`src/rtl/i2c_slave_regif.sv`:
```
// I2C target with an 8-bit register-file port: pointer byte, auto-incrementing writes and reads.
// Optional macro I2C_SLAVE_GLITCH_FILTER_EN adds a 3-sample majority filter on SCL/SDA.
module i2c_slave_regif #(
    parameter logic [6:0] SLAVE_ADDR = 7'h50,
    parameter int         PTR_W      = 3
) (
    input  logic             wb_clk_i,
    input  logic             arst_i,
    input  logic             scl_pad_i,
    input  logic             sda_pad_i,
    output logic             sda_pad_o,
    output logic             sda_padoen_o,
    output logic [PTR_W-1:0] reg_addr_o,
    output logic [7:0]       reg_wdata_o,
    output logic             reg_wr_o,
    input  logic [7:0]       reg_rdata_i,
    output logic             busy_o
);
    localparam logic [3:0] ST_IDLE     = 4'd0;
    localparam logic [3:0] ST_ADDR     = 4'd1;
    localparam logic [3:0] ST_ADDR_ACK = 4'd2;
    localparam logic [3:0] ST_PTR      = 4'd3;
    localparam logic [3:0] ST_DATA_WR  = 4'd4;
    localparam logic [3:0] ST_WR_ACK   = 4'd5;
    localparam logic [3:0] ST_DATA_RD  = 4'd6;
    localparam logic [3:0] ST_RD_ACK   = 4'd7;
    localparam logic [3:0] ST_IGNORE   = 4'd8;

    localparam logic [PTR_W-1:0] PTR_ONE = 1;

    logic r_scl_s1, r_scl_s2, r_sda_s1, r_sda_s2;
    logic r_scl_d, r_sda_d;
    logic w_scl, w_sda;

    always_ff @(posedge wb_clk_i or posedge arst_i) begin
        if (arst_i) begin
            r_scl_s1 <= 1'b1;
            r_scl_s2 <= 1'b1;
            r_sda_s1 <= 1'b1;
            r_sda_s2 <= 1'b1;
        end else begin
            r_scl_s1 <= scl_pad_i;
            r_scl_s2 <= r_scl_s1;
            r_sda_s1 <= sda_pad_i;
            r_sda_s2 <= r_sda_s1;
        end
    end

`ifdef I2C_SLAVE_GLITCH_FILTER_EN
    logic [1:0] r_scl_h, r_sda_h;
    logic       r_scl_m, r_sda_m;

    always_ff @(posedge wb_clk_i or posedge arst_i) begin
        if (arst_i) begin
            r_scl_h <= 2'b11;
            r_sda_h <= 2'b11;
            r_scl_m <= 1'b1;
            r_sda_m <= 1'b1;
        end else begin
            r_scl_h <= {r_scl_h[0], r_scl_s2};
            r_sda_h <= {r_sda_h[0], r_sda_s2};
            r_scl_m <= (r_scl_h[1] & r_scl_h[0]) | (r_scl_h[1] & r_scl_s2) | (r_scl_h[0] & r_scl_s2);
            r_sda_m <= (r_sda_h[1] & r_sda_h[0]) | (r_sda_h[1] & r_sda_s2) | (r_sda_h[0] & r_sda_s2);
        end
    end
    assign w_scl = r_scl_m;
    assign w_sda = r_sda_m;
`else
    assign w_scl = r_scl_s2;
    assign w_sda = r_sda_s2;
`endif

    logic w_scl_rise, w_scl_fall, w_start, w_stop;
    assign w_scl_rise = w_scl & ~r_scl_d;
    assign w_scl_fall = ~w_scl & r_scl_d;
    assign w_start    = w_scl & r_scl_d & r_sda_d & ~w_sda;
    assign w_stop     = w_scl & r_scl_d & ~r_sda_d & w_sda;

    logic [3:0]       r_state, r_bit_cnt;
    logic [7:0]       r_shift, r_wdata;
    logic [PTR_W-1:0] r_ptr;
    logic             r_oen, r_wr, r_busy, r_rw, r_nack;

    always_ff @(posedge wb_clk_i or posedge arst_i) begin
        if (arst_i) begin
            r_scl_d   <= 1'b1;
            r_sda_d   <= 1'b1;
            r_state   <= ST_IDLE;
            r_bit_cnt <= 4'd0;
            r_shift   <= 8'h00;
            r_wdata   <= 8'h00;
            r_ptr     <= '0;
            r_oen     <= 1'b1;
            r_wr      <= 1'b0;
            r_busy    <= 1'b0;
            r_rw      <= 1'b0;
            r_nack    <= 1'b0;
        end else begin
            r_scl_d <= w_scl;
            r_sda_d <= w_sda;
            r_wr    <= 1'b0;
            if (w_start) begin
                r_state   <= ST_ADDR;
                r_bit_cnt <= 4'd0;
                r_oen     <= 1'b1;
                r_busy    <= 1'b1;
            end else if (w_stop) begin
                r_state   <= ST_IDLE;
                r_bit_cnt <= 4'd0;
                r_oen     <= 1'b1;
                r_busy    <= 1'b0;
            end else begin
                case (r_state)
                    ST_ADDR: begin
                        if (w_scl_rise && r_bit_cnt < 4'd8) begin
                            r_shift   <= {r_shift[6:0], w_sda};
                            r_bit_cnt <= r_bit_cnt + 4'd1;
                        end else if (w_scl_fall && r_bit_cnt == 4'd8) begin
                            r_rw <= r_shift[0];
                            if (r_shift[7:1] == SLAVE_ADDR) begin
                                r_state <= ST_ADDR_ACK;
                                r_oen   <= 1'b0;
                            end else begin
                                r_state <= ST_IGNORE;
                            end
                        end
                    end
                    ST_ADDR_ACK: begin
                        if (w_scl_fall) begin
                            r_bit_cnt <= 4'd0;
                            if (r_rw) begin
                                r_state <= ST_DATA_RD;
                                r_shift <= reg_rdata_i;
                                r_oen   <= reg_rdata_i[7];
                            end else begin
                                r_state <= ST_PTR;
                                r_oen   <= 1'b1;
                            end
                        end
                    end
                    // Count 9 marks the pointer ACK slot; no separate state for it.
                    ST_PTR: begin
                        if (w_scl_rise && r_bit_cnt < 4'd8) begin
                            r_shift   <= {r_shift[6:0], w_sda};
                            r_bit_cnt <= r_bit_cnt + 4'd1;
                        end else if (w_scl_fall && r_bit_cnt == 4'd8) begin
                            r_ptr     <= r_shift[PTR_W-1:0];
                            r_oen     <= 1'b0;
                            r_bit_cnt <= 4'd9;
                        end else if (w_scl_fall && r_bit_cnt == 4'd9) begin
                            r_oen     <= 1'b1;
                            r_bit_cnt <= 4'd0;
                            r_state   <= ST_DATA_WR;
                        end
                    end
                    ST_DATA_WR: begin
                        if (w_scl_rise && r_bit_cnt < 4'd8) begin
                            r_shift   <= {r_shift[6:0], w_sda};
                            r_bit_cnt <= r_bit_cnt + 4'd1;
                            if (r_bit_cnt == 4'd7) begin
                                r_wr    <= 1'b1;
                                r_wdata <= {r_shift[6:0], w_sda};
                            end
                        end else if (w_scl_fall && r_bit_cnt == 4'd8) begin
                            r_state <= ST_WR_ACK;
                            r_oen   <= 1'b0;
                        end
                    end
                    ST_WR_ACK: begin
                        if (w_scl_fall) begin
                            r_oen     <= 1'b1;
                            r_ptr     <= r_ptr + PTR_ONE;
                            r_bit_cnt <= 4'd0;
                            r_state   <= ST_DATA_WR;
                        end
                    end
                    ST_DATA_RD: begin
                        if (w_scl_rise) begin
                            r_bit_cnt <= r_bit_cnt + 4'd1;
                        end else if (w_scl_fall && r_bit_cnt == 4'd8) begin
                            r_oen     <= 1'b1;
                            r_bit_cnt <= 4'd0;
                            r_state   <= ST_RD_ACK;
                        end else if (w_scl_fall) begin
                            r_shift <= {r_shift[6:0], 1'b0};
                            r_oen   <= r_shift[6];
                        end
                    end
                    // Pointer moves on the ACK rise so the next capture sees the new address.
                    ST_RD_ACK: begin
                        if (w_scl_rise) begin
                            r_nack <= w_sda;
                            if (!w_sda) r_ptr <= r_ptr + PTR_ONE;
                        end else if (w_scl_fall) begin
                            if (r_nack) begin
                                r_state <= ST_IGNORE;
                            end else begin
                                r_state <= ST_DATA_RD;
                                r_shift <= reg_rdata_i;
                                r_oen   <= reg_rdata_i[7];
                            end
                        end
                    end
                    default: ;
                endcase
            end
        end
    end

    assign sda_pad_o    = 1'b0;
    assign sda_padoen_o = r_oen;
    assign reg_addr_o   = r_ptr;
    assign reg_wdata_o  = r_wdata;
    assign reg_wr_o     = r_wr;
    assign busy_o       = r_busy;
endmodule

```
`config.mk`:
```
export PLATFORM = sky130hd
export DESIGN_NAME = i2c_slave_regif
export DESIGN_NICKNAME = d
export VERILOG_FILES = /design/src/rtl/i2c_slave_regif.sv
export SDC_FILE = /design/constraint.sdc
export NUM_CORES = 1
export LEC_CHECK = 0
export ABC_AREA = 1
export CAP_MARGIN = 20
export CORE_MARGIN = 4
export CORE_UTILIZATION = 57
export DETAILED_ROUTE_END_ITERATION = 8
export PLACE_DENSITY = 0.89
export SETUP_SLACK_MARGIN = 0.1
export SYNTH_ARGS = -nofsm -noshare
export SYNTH_HDL_FRONTEND = slang
export SYNTH_SLANG_ARGS = --single-unit
```
`constraint.sdc`:
```
create_clock -name wb_clk_i -period 1.85 [get_ports wb_clk_i]
set_input_delay 0.37 -clock wb_clk_i [delete_from_list [all_inputs] [get_ports wb_clk_i]]
set_output_delay 0.37 -clock wb_clk_i [all_outputs]
set_load 0.05 [all_outputs]
```
==> flow_summary.toml <==
[timing]
fin_ws_ps = 102.8
min_period_over_period_pct = 94.44
fmax_mhz = 572.3
finalMaxSlewViolations = 0
clock_skew_ps = 17.59
grt_setup_unrepaired = "true"
layout_min_cycle_time_ps = 1747
hold_viol = 0
setup_viol = 0

[setup_path]
arrival_ps = 1940
critical_path.slowest_cell = "dfrtp_2"
path_delay_family = "simple AND/OR/NAND/NOR gates"
cp_num_buf_inv = 2
worst_path_largest_cell_delay_ps = 440
crit_chain = "inv_2 > nor2_4 > nand2_2 > nand2_1 > nor2_2 > o21ai_4 > nor2_8 > buf_4 > nand3_1 > nand2_1"
start_kind = "flop"
required_ps = 2040
cpMostUsedCell = "nand2_1"
crit_path_end_kind = "flop"
critPathKind = "flop to flop"
path_max_fanout = 6

[drt]
route.detailed.drc = 0
wire_per_inst_um = 15.76
drtAntennaViolNets = 0
vias = 2789
drt_iter0_drc = 342
drt-total-wl_um = 7658
dr.pass1.iters = 6
viasPerCell = 5.739

[synth]
synth_commonest_cells = "nand2_1, nand3_1, dfrtp_1"
synth_edf_count = 0
synth_xor_area_share_pct = 1.019
synthTopCellsByArea = "dfrtp_1, nand2_1, dfstp_2, nand3_1, nor2_1"
yosysWarnings = 0
yosys-mux-area-fraction_pct = 0
yosys.area.top_type_share_pct = 30.08
synthCells = 365
ys_seq_area_share_pct = 37.21
synth-compound-area-share_pct = 7.715
async_flop_share_pct = 100.0
synth_fp_nets = 381
synth_seq_cells = 38
synth.most_common_cell = "nand2_1"
synthFlopType = "dfrtp_1"
synth_top_family_by_area = "simple AND/OR/NAND/NOR gates"
syn_area_per_cell_um2 = 7.065
synth_cell_types = 29
yosys.area.top_type = "dfrtp_1"
netlist_area_um2 = 2579
yosys.area_share.simple_pct = 45.27
synth_fa_ha_area_share_pct = 1.941

[global_routing]
grt_pass1_vias = 2461
grt_remaining_overflow = 0
grt_max_degree = 39
grt.total_usage_pct = 26.86
grt_antenna_before_repair = 0
grt_pass1_wl_um = 11420

[cells_and_area]
seqCellArea_um2 = 965.9
multi_input_area_um2 = 1585
num_antenna_cells = 0
area_growth_pct = 32.51
fin_area_um2 = 3417
utilization_pct = 78.48
final_nets = 449
fillerInstances = 291
drive_above_1_share_pct = 32.95

[placed_design]
postPlaceCellArea_um2 = 2945
io_buffer_count = 25
gp_congestion = 1.013
hpwl_um = 5067
place_ws_ps = -18.41

[floorplan]
core-area_um2 = 4354
initial_core_util_pct = 59.22
die_h_um = 75.26
io_pins = 27
rows = 24
die-area_um2 = 5664
die_x_um = 75.26

[power]
p_leak_nw = 1.854
vdd_drop_max_mv = 0.6747
clkPwrFrac_pct = 20.6
p_per_area_nw_per_um2 = 893.2
total_power_mw = 3.052
seq_power_share_pct = 39.3
pwr-share-comb_pct = 40.1
switching_power_mw = 1.272
swShare_pct = 41.68
internal-power_mw = 1.780

[cts]
cts-htree-levels = 2
clk_latency_ps = 320
clock_sinks = 38
cts_made_buffers = 5
clock_path_buffers = 2
cts_tree = "built"
cts.clk_slew.worst_paths_ps = 90
root_buffer = "clkbuf_8"
cts_hold_buf = 0

[outcome]
outcome = "complete, no violations"

[hold_path]
hold_class = "flop to flop"

[job]
max-cap-violations = 0
-- kinds of logic (layout without fill, tap and decap cells) --
kind of cell,count (synthesis),in the layout
buffers and inverters,42,111
AND/OR/NAND/NOR,242,242
XOR/XNOR,3,3
AO/OA/AOI/OAI,35,35
other,1,1
adder cells (fa/ha/maj),4,4
flip-flops,38,38
-- timing repair --
item	4_1_cts	5_1_grt
setup buffers	2	25
setup endpoints to repair	21	28
resized for setup	6	46
pin swaps	1	21
-- cell usage in the layout, fill, tap and decap left out, drive strengths merged --
master and count:
clkinv 1, nand4 7, dfrtp 31, clkbuf 6, o21ai 22, nor2 39, nor3 2, buf 54
xor2 2, clkdlybuf4s50 11, clkinvlp 1, xnor2 1, nand2 153, ha 4, conb 1, inv 37
nand3 41, a21oi 12, dlygate4sd2 1, a31oi 1, dfstp 7
-- routing by layer --
metal / vias to the layer above / share of wire (%) / global-route usage (%)
met4: 0 / 4.4 / 12.04
met1: 1267 / 40 / 35.71
met3: 47 / 8.7 / 4.539
met2: 184 / 47 / 43.04
li1: 1291 / - / -
met5: - / 0 / 0
-- state kept, by name (all words and copies together) (netlist names) --
signal	flops
r_nack	1
r_scl_d	1
r_sda_s1	1
r_bit_cnt	4
sda_padoen_o	1
reg_addr_o	3
r_rw	1
r_scl_s1	1
reg_wr_o	1
r_sda_d	1
r_scl_s2	1
r_sda_s2	1
busy_o	1
r_state	4
reg_wdata_o	8
r_shift	8
-- power groups by stage --
stage / logic, mW / clock network [mW] / registers, mW
floorplan: 0.668 / 0 / 1.18
global placement: 0.920 / 0 / 1.18
detailed placement: 0.952 / 0 / 1.19
CTS: 0.987 / 0.629 / 1.18
global route: 1.33 / 0.667 / 1.22
finish: 1.22 / 0.629 / 1.20
-- per-stage QoR --
step / hold WS, ps / cells / TNS, ps
5_1_grt: 369.8 / 486 / 0
4_1_cts: 359.7 / 461 / 0
2_1_floorplan: 345.2 / 365 / 0
3_3_place_gp: 346.9 / 451 / 0
6_report: 359.6 / 486 / 0
3_5_place_dp: 347.3 / 451 / -46.75
-- final timing paths --
| check | from | end | slack [ps] | cells after the start |
|---|---|---|---|---|
| min in group asynchronous | arst_i | r_shift[5]$_DFFE_PP0P_ | 400 | 3 |
| max | r_state[2]$_DFFE_PP0P_ | r_shift[4]$_DFFE_PP0P_ | 100 | 10 |
| max reg2reg | r_state[2]$_DFFE_PP0P_ | r_shift[4]$_DFFE_PP0P_ | 100 | 10 |
| max in group asynchronous | arst_i | r_scl_d$_DFF_PP1_ | 1180 | 3 |
| min | r_scl_s1$_DFF_PP1_ | r_scl_s2$_DFF_PP1_ | 360 | 0 |
| min reg2reg | r_scl_s1$_DFF_PP1_ | r_scl_s2$_DFF_PP1_ | 360 | 0 |
-- layout make-up --
type                            count  share of cell area [%]
Clock inverter                      2                  0.3662
Sequential cell                    38                   28.27
Tap cell                           52                   1.904
Timing Repair Buffer               66                   16.37
Multi-Input combinational cell    285                   46.39
Clock buffer                        6                   2.417
Inverter                           37                   4.284
Note: power is estimated with default switching activity, not from simulation.
